<file path="config.mk">
export PLATFORM = sky130hd
export DESIGN_NAME = adsr_env_flat
export DESIGN_NICKNAME = d
export VERILOG_FILES = /design/src/rtl/adsr_if.sv /design/src/rtl/adsr_env.sv /design/src/flat_wrapper.sv
export SDC_FILE = /design/constraint.sdc
export NUM_CORES = 1
export LEC_CHECK = 0
export BUFFER_PORTS_ARGS = -buffer_cell sky130_fd_sc_hd__buf_4
export CAP_MARGIN = 20
export CORE_AREA = 2 2 102 104
export CTS_BUF_LIST = sky130_fd_sc_hd__clkbuf_8
export CTS_CLUSTER_SIZE = 40
export DETAILED_ROUTE_END_ITERATION = 8
export DIE_AREA = 0 0 104 106
export GPL_TIMING_DRIVEN = 0
export PLACE_DENSITY = 0.78
export SLEW_MARGIN = 20
export SYNTH_ARGS = -nofsm -noshare
export SYNTH_HDL_FRONTEND = slang
export SYNTH_SLANG_ARGS = --single-unit
export TNS_END_PERCENT = 100
</file>
<file path="constraint.sdc">
create_clock -name clk -period 4.94 [get_ports clk]
set_input_delay 0.988 -clock clk [delete_from_list [all_inputs] [get_ports clk]]
set_output_delay 0.988 -clock clk [all_outputs]
set_load 0.01 [all_outputs]
</file>
<file path="src/rtl/adsr_if.sv">
// Control and envelope bundle between the gate/rate source and the ADSR envelope generator.
interface adsr_if;
  logic        gate;
  logic [15:0] attack_rate;
  logic [15:0] decay_rate;
  logic [15:0] sustain_level;
  logic [15:0] release_rate;
  logic [15:0] env;
  logic [2:0]  stage;
  logic        busy;

  modport master (
    output gate, attack_rate, decay_rate, sustain_level, release_rate,
    input  env, stage, busy
  );

  modport slave (
    input  gate, attack_rate, decay_rate, sustain_level, release_rate,
    output env, stage, busy
  );
endinterface

</file>
<file path="src/rtl/adsr_env.sv">
// ADSR envelope generator: turns a note gate into a 16-bit amplitude envelope,
// stepping once per prescaled tick with runtime rates and sustain level.
module adsr_env #(
  parameter int unsigned CLKSPEED = 50_000_000,
  parameter int unsigned TICK_HZ  = 50_000
) (
  input  logic   clk,
  input  logic   rst_n,
  adsr_if.slave  bus
);

  localparam int unsigned TICK_DIV = CLKSPEED / TICK_HZ;
  localparam int unsigned CNT_W    = (TICK_DIV > 1) ? $clog2(TICK_DIV) : 1;
  localparam int unsigned ENV_W    = 16;

  typedef enum logic [2:0] {
    IDLE    = 3'd0,
    ATTACK  = 3'd1,
    DECAY   = 3'd2,
    SUSTAIN = 3'd3,
    RELEASE = 3'd4
  } stage_e;

  logic [CNT_W-1:0] cnt_q, cnt_d;
  logic             gate_q;
  stage_e           state_q, state_d;
  logic [ENV_W-1:0] env_q, env_d;
  logic             busy_q, busy_d;

  logic             tick_c, rise_c, fall_c;
  logic [ENV_W:0]   att_sum_c, dec_diff_c, rel_diff_c;

  // Prescaler and gate edge detection
  assign tick_c = (cnt_q == CNT_W'(TICK_DIV - 1));
  assign cnt_d  = tick_c ? '0 : cnt_q + CNT_W'(1);
  assign rise_c = bus.gate & ~gate_q;
  assign fall_c = ~bus.gate & gate_q;

  // One extra bit so overshoot/underflow is visible instead of wrapping
  assign att_sum_c  = {1'b0, env_q} + {1'b0, bus.attack_rate};
  assign dec_diff_c = {1'b0, env_q} - {1'b0, bus.decay_rate};
  assign rel_diff_c = {1'b0, env_q} - {1'b0, bus.release_rate};

  // Next-state: an accepted gate edge wins over the tick and holds env
  always_comb begin
    state_d = state_q;
    env_d   = env_q;
    if (rise_c) begin
      state_d = ATTACK;
    end else if (fall_c && (state_q == ATTACK || state_q == DECAY || state_q == SUSTAIN)) begin
      state_d = RELEASE;
    end else if (tick_c) begin
      unique case (state_q)
        IDLE: env_d = '0;
        ATTACK: begin
          if (bus.attack_rate == '0 || att_sum_c >= (ENV_W+1)'(17'h0FFFF)) begin
            env_d   = '1;
            state_d = DECAY;
          end else begin
            env_d = att_sum_c[ENV_W-1:0];
          end
        end
        DECAY: begin
          if (bus.decay_rate == '0 ||
              $signed(dec_diff_c) <= $signed({1'b0, bus.sustain_level})) begin
            env_d   = bus.sustain_level;
            state_d = SUSTAIN;
          end else begin
            env_d = dec_diff_c[ENV_W-1:0];
          end
        end
        SUSTAIN: env_d = bus.sustain_level;
        RELEASE: begin
          if (bus.release_rate == '0 || $signed(rel_diff_c) <= $signed((ENV_W+1)'(0))) begin
            env_d   = '0;
            state_d = IDLE;
          end else begin
            env_d = rel_diff_c[ENV_W-1:0];
          end
        end
        default: begin
          env_d   = '0;
          state_d = IDLE;
        end
      endcase
    end
    busy_d = (state_d != IDLE);
  end

  always_ff @(posedge clk) begin
    if (!rst_n) begin
      cnt_q   <= '0;
      gate_q  <= 1'b0;
      state_q <= IDLE;
      env_q   <= '0;
      busy_q  <= 1'b0;
    end else begin
      cnt_q   <= cnt_d;
      gate_q  <= bus.gate;
      state_q <= state_d;
      env_q   <= env_d;
      busy_q  <= busy_d;
    end
  end

  assign bus.env   = env_q;
  assign bus.stage = state_q;
  assign bus.busy  = busy_q;

endmodule

</file>
<file path="src/flat_wrapper.sv">
// flat-port wrapper written by rule: the top's interface ports become plain ports
module adsr_env_flat 
#(
  parameter int unsigned CLKSPEED = 50_000_000,
  parameter int unsigned TICK_HZ  = 50_000
)
  (clk, rst_n, bus_gate, bus_attack_rate, bus_decay_rate, bus_sustain_level, bus_release_rate, bus_env, bus_stage, bus_busy);
  adsr_if bus_i ();
  input  logic clk;
  input  logic rst_n;
  input wire logic [$bits(bus_i.gate)-1:0] bus_gate;
  input wire logic [$bits(bus_i.attack_rate)-1:0] bus_attack_rate;
  input wire logic [$bits(bus_i.decay_rate)-1:0] bus_decay_rate;
  input wire logic [$bits(bus_i.sustain_level)-1:0] bus_sustain_level;
  input wire logic [$bits(bus_i.release_rate)-1:0] bus_release_rate;
  output wire logic [$bits(bus_i.env)-1:0] bus_env;
  output wire logic [$bits(bus_i.stage)-1:0] bus_stage;
  output wire logic [$bits(bus_i.busy)-1:0] bus_busy;
  assign bus_i.gate = bus_gate;
  assign bus_i.attack_rate = bus_attack_rate;
  assign bus_i.decay_rate = bus_decay_rate;
  assign bus_i.sustain_level = bus_sustain_level;
  assign bus_i.release_rate = bus_release_rate;
  assign bus_env = bus_i.env;
  assign bus_stage = bus_i.stage;
  assign bus_busy = bus_i.busy;
  adsr_env #(.CLKSPEED(CLKSPEED), .TICK_HZ(TICK_HZ)) u_core (.clk(clk), .rst_n(rst_n), .bus(bus_i));
endmodule
</file>
[Yosys cells after proc, flatten, opt, wreduce, memory -nomap -nowiden]
Index checks and enable logic that the tools add are counted.
Storage, ports and cells
  register bits after elaboration: 31
  bits in latches: 0
  memory bits (writable): 0
  ROM bits: 0
  bits of input ports: 67
  output and inout port bits: 20
  logic and storage cells: 49
  memories kept: 0
Operators by class
  add/subtract/negate cells: 4
  $mul: 0
  divide/modulo/power cells: 0
  order comparisons: 3
  eq/ne operators: 5
  shift operators: 0
  mux-type cells: 11
  bitwise gates (word level): 7
  reductions and logical operators: 14
Operator list (number)
  one-hot mux 16 bit (4 select lines): 1
  zero test 16 bit: 3
  2-to-1 mux 16 bit: 3
  subtractor 16 x 16 -> 17 bit: 2
  2-to-1 mux 3 bit: 6
  adder 16 x 16 -> 17 bit: 1
  greater-or-equal comparator 17 x 16 -> 1 bit (second input constant): 1
  <= comparator 17 x 1 -> 1 bit (second input constant): 1
  <= comparator 17 bit: 1
  one-hot mux 3 bit (4 select lines): 1
  adder 10 x 1 -> 10 bit (second input constant): 1
  equality test 10 bit (second input constant): 1
  equality test 3 x 2 -> 1 bit (second input constant): 2
  logical OR 1 bit: 5
  inverter 1 bit: 5
  OR reduction 2 bit: 2
  equality test 3 x 1 -> 1 bit (second input constant): 1
  equality test 3 bit (second input constant): 1
  zero test 3 bit: 1
  AND reduction 3 bit: 1
  nonzero test 3 bit: 1
  AND 1 bit: 2
  logical AND 1 bit: 1

[Depth between registers and ports, before layout]
  depth after elaboration: 9
  mapped depth: 19
  gate-level depth less buffers: 19

[Least setup slack after synthesis]
No wires, ideal clock.
  path type: input -> register
  from: in bus_decay_rate[1]
  to: reg u_core.env_q[7], in the netlist u_core.bus.env[7]
  library setup time: 81 ps
  data arrival time: 4760 ps
  data required time: 4859 ps
  setup slack: 100 ps
  stages on the path: 18
  buffers on the path: 1
  path through: inv_1 > ha_1 > nor2b_1 > o31ai_1 > a2bb2oi_1 > a41oi_1 > a21oi_1 > a31o_2 > xor2_1 > ha_1 > nand3_1 > nor2_1 > a2111oi_0 > and4_1 > a21o_1 > buf_1 > a221oi_1 > a41oi_1
On the way
  longest elaborated chain between the ends: 5
  elaborated cells between the ends (all ways): 6
  classes of those cells: add/sub: 1; order compare: 1; mux: 2; reduce/logical: 2
Ends and longest elaborated chain
  start: declaration: RTL line flat_wrapper.sv:13  | input wire logic [$bits(bus_i.decay_rate)-1:0] bus_decay_rate;
  subtractor 16 x 16 -> 17 bit: RTL line adsr_env.sv:41  | assign dec_diff_c = {1'b0, env_q} - {1'b0, bus.decay_rate};
  <= comparator 17 bit: RTL line adsr_env.sv:65  | $signed(dec_diff_c) <= $signed({1'b0, bus.sustain_level})) begin
  logical OR 1 bit: RTL line adsr_env.sv:64  | if (bus.decay_rate == '0 ||
  2-to-1 mux 16 bit (*): RTL line adsr_env.sv:64
  one-hot mux 16 bit (4 select lines) (*): RTL line adsr_env.sv:53  | unique case (state_q)
  end signal: assignment: RTL line adsr_env.sv:101  | env_q <= env_d;
  end: declaration: RTL line adsr_env.sv:27  | logic [ENV_W-1:0] env_q, env_d;
Every way passes the cells marked *; elsewhere a longest branch is shown, timed or not.
A chain may end at the register's enable or synchronous reset.

[Final worst setup path]
  from: in bus_decay_rate[1]
  to: reg u_core.env_q[12], in the netlist u_core.bus.env[12]
Same word-level chain as after synthesis.

==> results_dict.tcl <==
set metrics [dict create \
    status "finished clean" \
    first_pass_iters 5 \
    use_met2_pct 51.88 \
    slew_headroom_pct 33.78 \
    layout_commonest_cell "buf_4" \
    fin_crit_ps 4822 \
    drv_cap 0 \
    power_density_nw_per_um2 129.5 \
    yosysWarnings 0 \
    fmax_mhz 207.4 \
    syn2layout_area_growth_pct 23.92 \
    placed_cells 890 \
    wl_um 16120 \
    swShare_pct 31.92 \
    die_w_um 104 \
    hold_depth 1 \
    net-switching-power_uw 249.6 \
    port_buffers 86 \
    comb_power_share_pct 33.0 \
    antenna_found_initial 0 \
    cts_made_buffers 5 \
    rows 37 \
    pwr-share-clk_pct 34.0 \
    syn_area_per_cell_um2 7.297 \
    synthesis.area_um2 4875 \
    critical_path.max_fanout 5 \
    grt_pass1_vias 5266 \
    pwr-share-seq_pct 33.0 \
    grt_pass1_wl_um 25300 \
    cpMostUsedCell "buf_4" \
    critPathKind "in2reg" \
    gp_congestion 0.9721 \
    ys_ff_latch 31 \
    setup_violations 0 \
    drtIter0Drc 361 \
    met1_usage_pct 35.05 \
    hold_viol_final 0 \
    fin_nets 904 \
    leakagePower_nw 2.787 \
    final_cell_mix "buf_4 (93), inv_1 (65), nand2_1 (63), ha_1 (63), nor2_1 (49)" \
    final_core_util_pct 60.41 \
    num_vias 5609 \
    cts_tree "done" \
    cp.arrival_ps 4990 \
    synth_ff_type "dfxtp_1" \
    stdcell_area_um2 6041 \
    drtAntennaViolNets 0 \
    netlist-cell-type-count 70 \
    cp-end-kind "register" \
    clkLatencyLatePin_ps 290 \
    die_h_um 106 \
    core_um2 10000 \
    detailed_place_hpwl_um 13390 \
    drive_gt1_share_pct 18.44 \
    min_path_type "reg2reg" \
    slowest_stage "a2111oi_4" \
    rsz0062_at_grt "true" \
    irDropWorstVdd_uv 112.5 \
    cp-start-kind "input port" \
    placed_area_um2 5690 \
    grt_usage_pct 28.42 \
    yosysSeqAreaShare_pct 12.73 \
    clk_pin_slew_ps 70 \
    io-pin-count 87 \
    p_int_uw 532.4 \
    synth_edf_count 0 \
    async_flop_share_pct 0 \
    hold_slack_ps 467.4 \
    drc_errors 0 \
    wl_per_cell_um 17.79 \
    top_usage_layer "met2" \
    clockBufferDepth 2 \
    slowest_delay_ps 450 \
    clock-root-buffer "clkbuf_8" \
    gr-total-overflow 0 \
    start_util_pct 48.75 \
    clkSinkCount 31 \
    met3_usage_pct 2.330 \
    synth_nets 803 \
    crit_path_cell_trace "buf_4 > inv_1 > ha_1 > nor2b_1 > o31ai_2 > a2bb2oi_2 > a41oi_2 > nand2b_1 > a21oi_1 > xnor2_1 > ha_1 > nand2_2 > nor4_4 > buf_4 > a2111oi_4 > a311o_1 > a41oi_4 > buf_4 > a32o_1 > a211oi_1 > o21ai_0" \
    grt_start_max_net_pins 11 \
    antennaDiodeCount 0 \
    cp.required_ps 5110 \
    die-area_um2 11020 \
    r2r_cells 19 \
    fin_cells 906 \
    htreeDepth 2 \
    final_max_slew_viol_count 0 \
    finClkSkew_ps 8.379 \
    routed_via_density 6.191 \
    finalCritPeriodShare_pct 97.61 \
    tightest_slew_ps 991.1 \
    netlist_instances 668 \
]
==> critical path: cells and delay by family <==
kind                     cells  cell delay, ps
AO/OA/AOI/OAI               10            2300
XOR/XNOR                     1             210
adder cells (fa/ha/maj)      2             570
buffers and inverters        4             490
AND/OR/NAND/NOR              4             420
==> layout make-up <==
type,instances,area [um2]
Tap cell,136,170.2
Clock inverter,2,35.03
Inverter,65,244.0
Timing Repair Buffer,94,713.2
Multi-Input combinational cell,558,4111
Buffer,14,63.81
Clock buffer,6,82.58
Sequential cell,31,620.6
Fill cell,906,3959
==> sequential cells by signal (all words and copies together), names as in the netlist <==
name and cells:
u_core.gate_q 1, u_core.bus.env 16, u_core.bus.stage 3, u_core.cnt_q 10
u_core.bus.busy 1
==> power by group through the flow <==
stage	Clock, mW	Combinational, mW	Sequential [mW]
final	0.266	0.258	0.258
after global routing	0.276	0.284	0.259
after CTS	0.265	0.244	0.258
after detailed placement	0	0.238	0.264
after global placement	0	0.232	0.264
after floorplan	0	0.143	0.263
==> final timing paths <==
| check | start | end | slack, ps |
|---|---|---|---|
| min | u_core.cnt_q[0] | u_core.cnt_q[0] | 470 |
| min reg2reg | u_core.cnt_q[0] | u_core.cnt_q[0] | 470 |
| max | bus_decay_rate[1] | u_core.bus.env[12] | 120 |
| max reg2reg | u_core.bus.env[1] | u_core.bus.env[12] | 260 |
==> kinds of logic (layout without fill, tap and decap cells) <==
logic type	after synthesis	after routing	share of synthesized area (%)
buf+inv	79	181	6.083
simple gates	242	242	25.39
fa+ha+maj	68	68	17.92
mux	3	3	0.6673
compound gates	211	211	31.11
flops	31	31	12.73
xor+xnor	34	34	6.109
==> metrics by stage <==
stage | power (mW) | setup TNS (ps) | worst slack, ps
floorplan | 0.4057 | 0 | 99.57
global placement | 0.4958 | -12510 | -795.8
detailed placement | 0.5015 | -13100 | -858.1
CTS | 0.7670 | 0 | 14.27
global route | 0.8186 | -193.2 | -92.92
finish | 0.7820 | 0 | 118.1
==> cell usage after synthesis, types with 3 or more instances <==
cell type	count	area share, %
nor4_1	20	2.6
o211ai_1	11	1.7
fa_1	3	1.2
nand4_1	8	1.0
o31ai_1	3	0.46
a22o_1	4	0.72
nor2_1	49	3.8
xor2_1	20	3.6
a211o_1	4	0.72
nor4b_1	3	0.54
a211oi_1	9	1.4
inv_1	65	5.0
o21ai_0	33	3.4
a41oi_1	7	1.3
o2111ai_1	4	0.72
xnor2_1	14	2.5
or3_1	7	0.90
clkbuf_1	13	1.0
or2_2	4	0.51
and4_1	4	0.72
a22oi_1	4	0.62
nand2_1	64	4.9
nand2b_1	9	1.2
a311oi_1	3	0.54
a221oi_1	15	2.7
nand3_1	20	2.1
a21o_1	21	3.2
ha_1	65	17
nor3b_1	5	0.77
a21boi_0	3	0.46
nor2b_1	9	1.2
nor3_1	15	1.5
a31oi_1	6	0.77
dfxtp_1	31	13
and2_1	10	1.3
a21oi_1	43	4.4
a2111oi_0	4	0.72
o21a_1	9	1.4
and3_1	6	0.77
==> routing by layer <==
| layer | routed length [um] | vias up | part of all wire, % |
|---|---|---|---|
| li1 | - | 2726 | - |
| met1 | 6818 | 2597 | 42 |
| met2 | 7777 | 239 | 48 |
| met3 | 994 | 47 | 6.2 |
| met4 | 528 | 0 | 3.3 |
| met5 | 0 | - | 0 |
==> what timing repair did <==
action | in CTS | in global routing
pin swaps | 3 | 17
buffers inserted | 3 | 5
hold buffers | 0 | 0
endpoints found under the setup margin | 18 | 18
gates resized for setup | 11 | 24
Note: power is estimated with default switching activity, not from simulation.
